==> src/rtl/divider_multi_pkg.sv <==
// Shared types and helpers for the multi-radix restoring divider.
package divider_pkg;

  typedef enum logic [1:0] {
    IDLE  = 2'd0,
    LOOP  = 2'd1,
    FIXUP = 2'd2,
    DONE  = 2'd3
  } div_state_t;

  // Widest operand the helpers below are written for.
  localparam int DIV_MAX_W = 64;

  // Legal configuration: at least 2 bits, and the radix must retire whole
  // iterations so the loop count is an integer.
  function automatic bit div_width_ok(input int n_bits, input int bpc);
    return (n_bits >= 2) && (n_bits <= DIV_MAX_W) && (bpc >= 1) &&
           ((n_bits % bpc) == 0);
  endfunction

  // Quotient reported for a divide by zero: all ones in the low 'width' bits.
  function automatic logic [DIV_MAX_W-1:0] div_zero_quotient(input int width);
    logic [DIV_MAX_W-1:0] pattern;
    pattern = '0;
    for (int i = 0; i < DIV_MAX_W; i++) begin
      if (i < width) pattern[i] = 1'b1;
    end
    return pattern;
  endfunction

endpackage

==> src/rtl/divider_multi_step.sv <==
// One combinational restoring-division iteration.
// rem holds {partial remainder, remaining dividend bits}; each step shifts it
// left by one, trial-subtracts the divisor from the upper half and appends the
// resulting quotient bit to quo.
module divider_step #(
  parameter int N_BITS = 16
) (
  input  logic [2*N_BITS-1:0] rem,
  input  logic [N_BITS-1:0]   den,
  input  logic [N_BITS-1:0]   quo,
  output logic [2*N_BITS-1:0] rem_next,
  output logic [N_BITS-1:0]   quo_next
);

  logic [2*N_BITS-1:0] rem_shift;
  logic                carry;
  logic [N_BITS-1:0]   upper;
  logic [N_BITS-1:0]   diff;
  logic                fits;

  // Shift, trial subtract, keep or restore. The shifted-out MSB (carry) makes
  // the trial value N_BITS+1 wide; when it is set the subtraction always fits
  // and the true difference is below den, so the wrapped N-bit diff is exact.
  always_comb begin
    rem_shift = rem << 1;
    carry     = rem[2*N_BITS-1];
    upper     = rem_shift[2*N_BITS-1:N_BITS];
    diff      = upper - den;
    fits      = carry | (upper >= den);
    rem_next  = fits ? {diff, rem_shift[N_BITS-1:0]} : rem_shift;
    quo_next  = (quo << 1) | {{(N_BITS-1){1'b0}}, fits};
  end

endmodule

==> src/rtl/divider_multi.sv <==
// Sequential restoring divider with valid/ready handshakes, signed/unsigned
// operands and BITS_PER_CYCLE quotient bits retired per LOOP cycle.
// Optional build macro DIVIDER_MULTI_EARLY_EXIT_EN: when |num| < |den| the
// loop is skipped and the result is produced with the divide-by-zero latency.
//
// state | meaning
// IDLE  | ready for operands; in_ready high
// LOOP  | BITS_PER_CYCLE restoring steps per cycle on magnitudes
// FIXUP | apply operand signs, register result
// DONE  | result held with out_valid until out_ready
module divider_multi
  import divider_pkg::*;
#(
  parameter int N_BITS         = 16,
  parameter int BITS_PER_CYCLE = 1
) (
  input  logic              clk,
  input  logic              rst,
  input  logic              in_valid,
  output logic              in_ready,
  input  logic [N_BITS-1:0] numerator,
  input  logic [N_BITS-1:0] denominator,
  input  logic              is_signed,
  output logic              out_valid,
  input  logic              out_ready,
  output logic [N_BITS-1:0] quotient,
  output logic [N_BITS-1:0] remainder,
  output logic              div_by_zero
);

  if (!div_width_ok(N_BITS, BITS_PER_CYCLE)) begin : g_bad_cfg
    $error("divider_multi: N_BITS must be >= 2 and a multiple of BITS_PER_CYCLE");
  end

  localparam int ITERS = N_BITS / BITS_PER_CYCLE;
  localparam int CNT_W = (ITERS > 1) ? $clog2(ITERS) : 1;
  localparam logic [CNT_W-1:0] CNT_LAST = CNT_W'(ITERS - 1);
  localparam logic [CNT_W-1:0] CNT_ONE  = CNT_W'(1);
  localparam logic [DIV_MAX_W-1:0] DBZ_Q_FULL = div_zero_quotient(N_BITS);
  localparam logic [N_BITS-1:0] DBZ_Q = DBZ_Q_FULL[N_BITS-1:0];

  div_state_t state;
  div_state_t state_next;

  logic [CNT_W-1:0]    cnt;
  logic [2*N_BITS-1:0] rem_acc;
  logic [N_BITS-1:0]   quo_acc;
  logic [N_BITS-1:0]   den_mag;
  logic                neg_num;
  logic                neg_den;
  logic                dbz;

  logic [N_BITS-1:0]   num_mag_in;
  logic [N_BITS-1:0]   den_mag_in;
  logic                den_zero;
  logic                early_exit;
  logic                accept;
  logic                neg_quo;
  logic                neg_rem;
  logic [N_BITS-1:0]   rem_mag;

  logic [2*N_BITS-1:0] r_chain [BITS_PER_CYCLE+1];
  logic [N_BITS-1:0]   q_chain [BITS_PER_CYCLE+1];

  // Operand magnitudes and accept-time decisions, taken straight off the ports.
  always_comb begin
    num_mag_in = (is_signed && numerator[N_BITS-1])   ? -numerator   : numerator;
    den_mag_in = (is_signed && denominator[N_BITS-1]) ? -denominator : denominator;
    den_zero   = (denominator == '0);
    in_ready   = (state == IDLE) && !rst;
    accept     = in_valid && in_ready;
  end

`ifdef DIVIDER_MULTI_EARLY_EXIT_EN
  assign early_exit = !den_zero && (num_mag_in < den_mag_in);
`else
  assign early_exit = 1'b0;
`endif

  assign r_chain[0] = rem_acc;
  assign q_chain[0] = quo_acc;

  for (genvar g = 0; g < BITS_PER_CYCLE; g++) begin : g_step
    divider_step #(
      .N_BITS(N_BITS)
    ) u_step (
      .rem      (r_chain[g]),
      .den      (den_mag),
      .quo      (q_chain[g]),
      .rem_next (r_chain[g+1]),
      .quo_next (q_chain[g+1])
    );
  end

  // Sign fixup: quotient negative when signs differ, remainder follows the
  // dividend; a divide by zero reports its raw numerator untouched.
  always_comb begin
    neg_quo = (neg_num ^ neg_den) && !dbz;
    neg_rem = neg_num && !dbz;
    rem_mag = rem_acc[2*N_BITS-1:N_BITS];
  end

  // State register.
  always_ff @(posedge clk) begin
    if (rst) state <= IDLE;
    else     state <= state_next;
  end

  // Next-state logic.
  always_comb begin
    state_next = state;
    case (state)
      IDLE: begin
        if (accept) begin
          if (den_zero || early_exit) state_next = FIXUP;
          else                        state_next = LOOP;
        end
      end
      LOOP: begin
        if (cnt == '0) state_next = FIXUP;
      end
      FIXUP: state_next = DONE;
      DONE: begin
        if (out_ready) state_next = IDLE;
      end
      default: state_next = IDLE;
    endcase
  end

  // Datapath: operand capture, iteration, result registers.
  always_ff @(posedge clk) begin
    if (rst) begin
      cnt         <= '0;
      rem_acc     <= '0;
      quo_acc     <= '0;
      den_mag     <= '0;
      neg_num     <= 1'b0;
      neg_den     <= 1'b0;
      dbz         <= 1'b0;
      out_valid   <= 1'b0;
      quotient    <= '0;
      remainder   <= '0;
      div_by_zero <= 1'b0;
    end else begin
      case (state)
        IDLE: begin
          if (accept) begin
            neg_num <= is_signed & numerator[N_BITS-1];
            neg_den <= is_signed & denominator[N_BITS-1];
            den_mag <= den_mag_in;
            cnt     <= CNT_LAST;
            dbz     <= den_zero;
            if (den_zero) begin
              quo_acc <= DBZ_Q;
              rem_acc <= {numerator, {N_BITS{1'b0}}};
            end else if (early_exit) begin
              quo_acc <= '0;
              rem_acc <= {num_mag_in, {N_BITS{1'b0}}};
            end else begin
              quo_acc <= '0;
              rem_acc <= {{N_BITS{1'b0}}, num_mag_in};
            end
          end
        end
        LOOP: begin
          rem_acc <= r_chain[BITS_PER_CYCLE];
          quo_acc <= q_chain[BITS_PER_CYCLE];
          if (cnt != '0) cnt <= cnt - CNT_ONE;
        end
        FIXUP: begin
          quotient    <= neg_quo ? -quo_acc : quo_acc;
          remainder   <= neg_rem ? -rem_mag : rem_mag;
          div_by_zero <= dbz;
          out_valid   <= 1'b1;
        end
        DONE: begin
          if (out_ready) out_valid <= 1'b0;
        end
        default: out_valid <= 1'b0;
      endcase
    end
  end

endmodule

==> config.mk <==
export PLATFORM = sky130hd
export DESIGN_NAME = divider_multi
export DESIGN_NICKNAME = d
export VERILOG_FILES = /design/src/rtl/divider_multi_pkg.sv /design/src/rtl/divider_multi_step.sv /design/src/rtl/divider_multi.sv
export SDC_FILE = /design/constraint.sdc
export NUM_CORES = 1
export LEC_CHECK = 0
export CAP_MARGIN = 20
export CORE_AREA = 2 2 115 117
export CTS_BUF_LIST = sky130_fd_sc_hd__clkbuf_8 sky130_fd_sc_hd__clkbuf_16
export DETAILED_ROUTE_END_ITERATION = 7
export DIE_AREA = 0 0 117 119
export HOLD_SLACK_MARGIN = 0.06
export PLACE_DENSITY_LB_ADDON = 0.3
export SKIP_LAST_GASP = 1
export SYNTH_ARGS = -nofsm -noshare
export SYNTH_HDL_FRONTEND = slang
export SYNTH_SLANG_ARGS = --single-unit
export TNS_END_PERCENT = 20
==> constraint.sdc <==
create_clock -name clk -period 2.7 [get_ports clk]
set_clock_uncertainty 0.2 [all_clocks]
set_input_delay 0.405 -clock clk [delete_from_list [all_inputs] [get_ports clk]]
set_output_delay 0.405 -clock clk [all_outputs]
set_load 0.005 [all_outputs]
==> impl_metrics.toml <==
[floorplanning]
die_w_um = 117
fp-row-count = 42
die_area_mm2 = 0.0139
die_y_um = 119
pin_count = 72
core-area_mm2 = 0.0129
initial_core_util_pct = 50.2

[clocking]
cts_root_buf = "clkbuf_16"
clockBufferDepth = 2
clk_pin_slew_ps = 80
cts_sinks = 107
clkLatencyLatePin_ps = 360
cts_made_buffers = 9
cts_tree = "built"
cts_max_level = 3

[finish]
nets = 1017
final_area_mm2 = 0.00846
diodes = 0
drive_above_1_share_pct = 16.8
area.growth.synth_to_final_pct = 30.9
layout_commonest_cell = "nor2_1"
final_cell_mix = "nor2_1 (119), buf_4 (104), dfxtp_1 (103)"

[critical_path]
cp.required_ps = 2740
path_max_fanout = 4
reg2reg_slack_ps = -20
crit_top_cell = "buf_4"
worstPathBufferInverterCount = 3
critical_path_class = "reg -> reg"
end_kind = "register"
worstSetupStartpointType = "register"
cpMaxStageDelayCell = "a2111oi_1"
arrival_ps = 2760
cp_cell_sequence = "ha_4 > buf_4 > o21a_1 > o31a_1 > o31ai_2 > buf_4 > buf_4 > nor4b_1 > o31ai_1 > o21ai_1 > a2111oi_1"
critical-path-top-delay-family = "compound AO/OA/AOI/OAI gates"
cp_slowest_stage_delay_ps = 390

[grt]
grt_pass1_wl_um = 28500
antenna_found_initial = 0
grt_max_degree = 66
grt_pass1_vias = 5863
overflow = 0
grt_use_total_pct = 25.4

[timing]
period_share_pct = 101
setup_viol_count_final = 2
fin_crit_ps = 2720
hold_viol = 0
worst_pin_slew_ps = 671
relSlewSlack_pct = 55.3
setup_slack_ps = -21.5
worst_hold_slack_ps = 181
rsz0062_at_grt = "true"
fmax_mhz = 367
slew_violations = 0

[route]
final_antenna_net_count = 0
viasPerCell = 5.66
wl_per_cell_um = 15.4
vias = 6413
drtIter0Drc = 537
wl_um = 17400
drcViolationCount = 0
first_pass_iters = 5

[synth]
syn_avg_cell_area_um2 = 7.90
netlist_instances = 818
synthFlopType = "dfxtp_1"
ys_async_sr_fraction_pct = 0
netlist_area_mm2 = 0.00646
synth_edf_count = 0
ys_seq_area_share_pct = 33.2
synth.distinct_cells = 59
yosys_warnings = 0
synth_nets = 882
ys_seq_elements = 107

[power]
power.leakage_nw = 3.26
vdd_drop_max_mv = 0.551
p_per_area_mw_per_mm2 = 1040

[worst_hold_path]
hold_class = "in -> reg"

[placed_design]
port_buffers = 71
pre_cts_ws_ps = -348
dpl-instance-area_mm2 = 0.00800
hpwlAfterDp_um = 13000
gp_congestion = 0.903

[job]
drv_cap = 0

[run_status]
status = "finished, violations left"
violations = "setup timing"
worst paths after layout:
path,start,depth (start not counted),to
worst max register to register,rem_acc[17]$_SDFFE_PP0P_,11,rem_acc[29]$_SDFFE_PP0P_
worst min register to register,remainder[6]$_SDFFE_PP0P_,2,remainder[6]$_SDFFE_PP0P_
worst max-delay path,rem_acc[17]$_SDFFE_PP0P_,11,rem_acc[29]$_SDFFE_PP0P_
worst min-delay path,rst,2,rem_acc[20]$_SDFFE_PP0P_
synthesized netlist by cell type (all sizes together), types with 8 or more instances:
| master | count | share of area (%) |
|---|---|---|
| dfxtp | 107 | 33 |
| ha | 26 | 5.0 |
| a211oi | 45 | 5.2 |
| nand3b | 19 | 2.2 |
| nand3 | 10 | 0.77 |
| xor2 | 34 | 4.6 |
| inv | 37 | 2.1 |
| or3 | 9 | 0.95 |
| clkbuf | 45 | 2.6 |
| nor2b | 8 | 0.77 |
| o21a | 8 | 0.93 |
| nand2 | 39 | 2.3 |
| nor4 | 10 | 1.2 |
| xnor2 | 30 | 4.1 |
| nor3 | 49 | 3.8 |
| a21oi | 51 | 4.0 |
| mux2i | 15 | 2.3 |
| buf | 8 | 0.50 |
| o21ai | 49 | 3.8 |
| o31ai | 13 | 1.5 |
| a221oi | 20 | 2.7 |
| nor2 | 120 | 7.0 |
per-stage QoR:
stage	setup TNS, ps	instances	total power [W]	utilization, %
after floorplan	0	818	0.00534	-
after global placement	-7210	1116	0.00708	62.1
after detailed placement	-8940	1116	0.00716	62.1
after CTS	-73.3	1134	0.00862	64.8
after global routing	-232	1134	0.00948	65.7
final	-24.3	1134	0.00883	65.7
cells by family after synthesis:
| kind of cell | synth area share, % |
|---|---|
| AND/OR/NAND/NOR | 21.5 |
| XOR/XNOR | 8.68 |
| adder cells (fa/ha/maj) | 5.35 |
| multiplexers | 2.85 |
| AO/OA/AOI/OAI | 23.2 |
| flip-flops | 33.2 |
| buffers and inverters | 5.27 |
area by class of cell:
| type | count | area, µm² |
|---|---|---|
| flip-flops and latches | 107 | 2150 |
| fillers | 1116 | 4420 |
| clock buffers | 9 | 225 |
| multi-input cells | 621 | 4120 |
| repair buffers | 177 | 1540 |
| clock inverters | 7 | 68.8 |
| inverters | 37 | 139 |
| well taps | 176 | 220 |
routing by layer:
| layer | global-route usage [%] | routed length [µm] | share of wire (%) | up-vias |
|---|---|---|---|---|
| met4 | 8.09 | 436 | 2.5 | 0 |
| li1 | - | - | - | 3230 |
| met3 | 2.85 | 923 | 5.3 | 33 |
| met1 | 35.6 | 7950 | 46 | 2949 |
| met2 | 40.5 | 8110 | 47 | 201 |
| met5 | 0 | 0 | 0 | - |
report_power, final:
part           switching, W  leakage (nW)  internal, W
registers          0.000331         0.878      0.00201
clock network      0.000657         0.143     0.000653
logic               0.00265          2.24      0.00253
total               0.00364          3.26      0.00519
sequential cells by signal (all words and copies together) (netlist names), 2 cells and up:
signal     count
cnt            4
remainder     16
quo_acc       16
rem_acc       32
quotient      16
state          2
den_mag       16
what timing repair did:
action,in CTS,in global routing
endpoints found under the setup margin,9,28
pin swaps,5,17
hold buffers,0,0
resized for setup,8,30
setup buffers,2,0
Note: power is estimated with default switching activity, not from simulation.
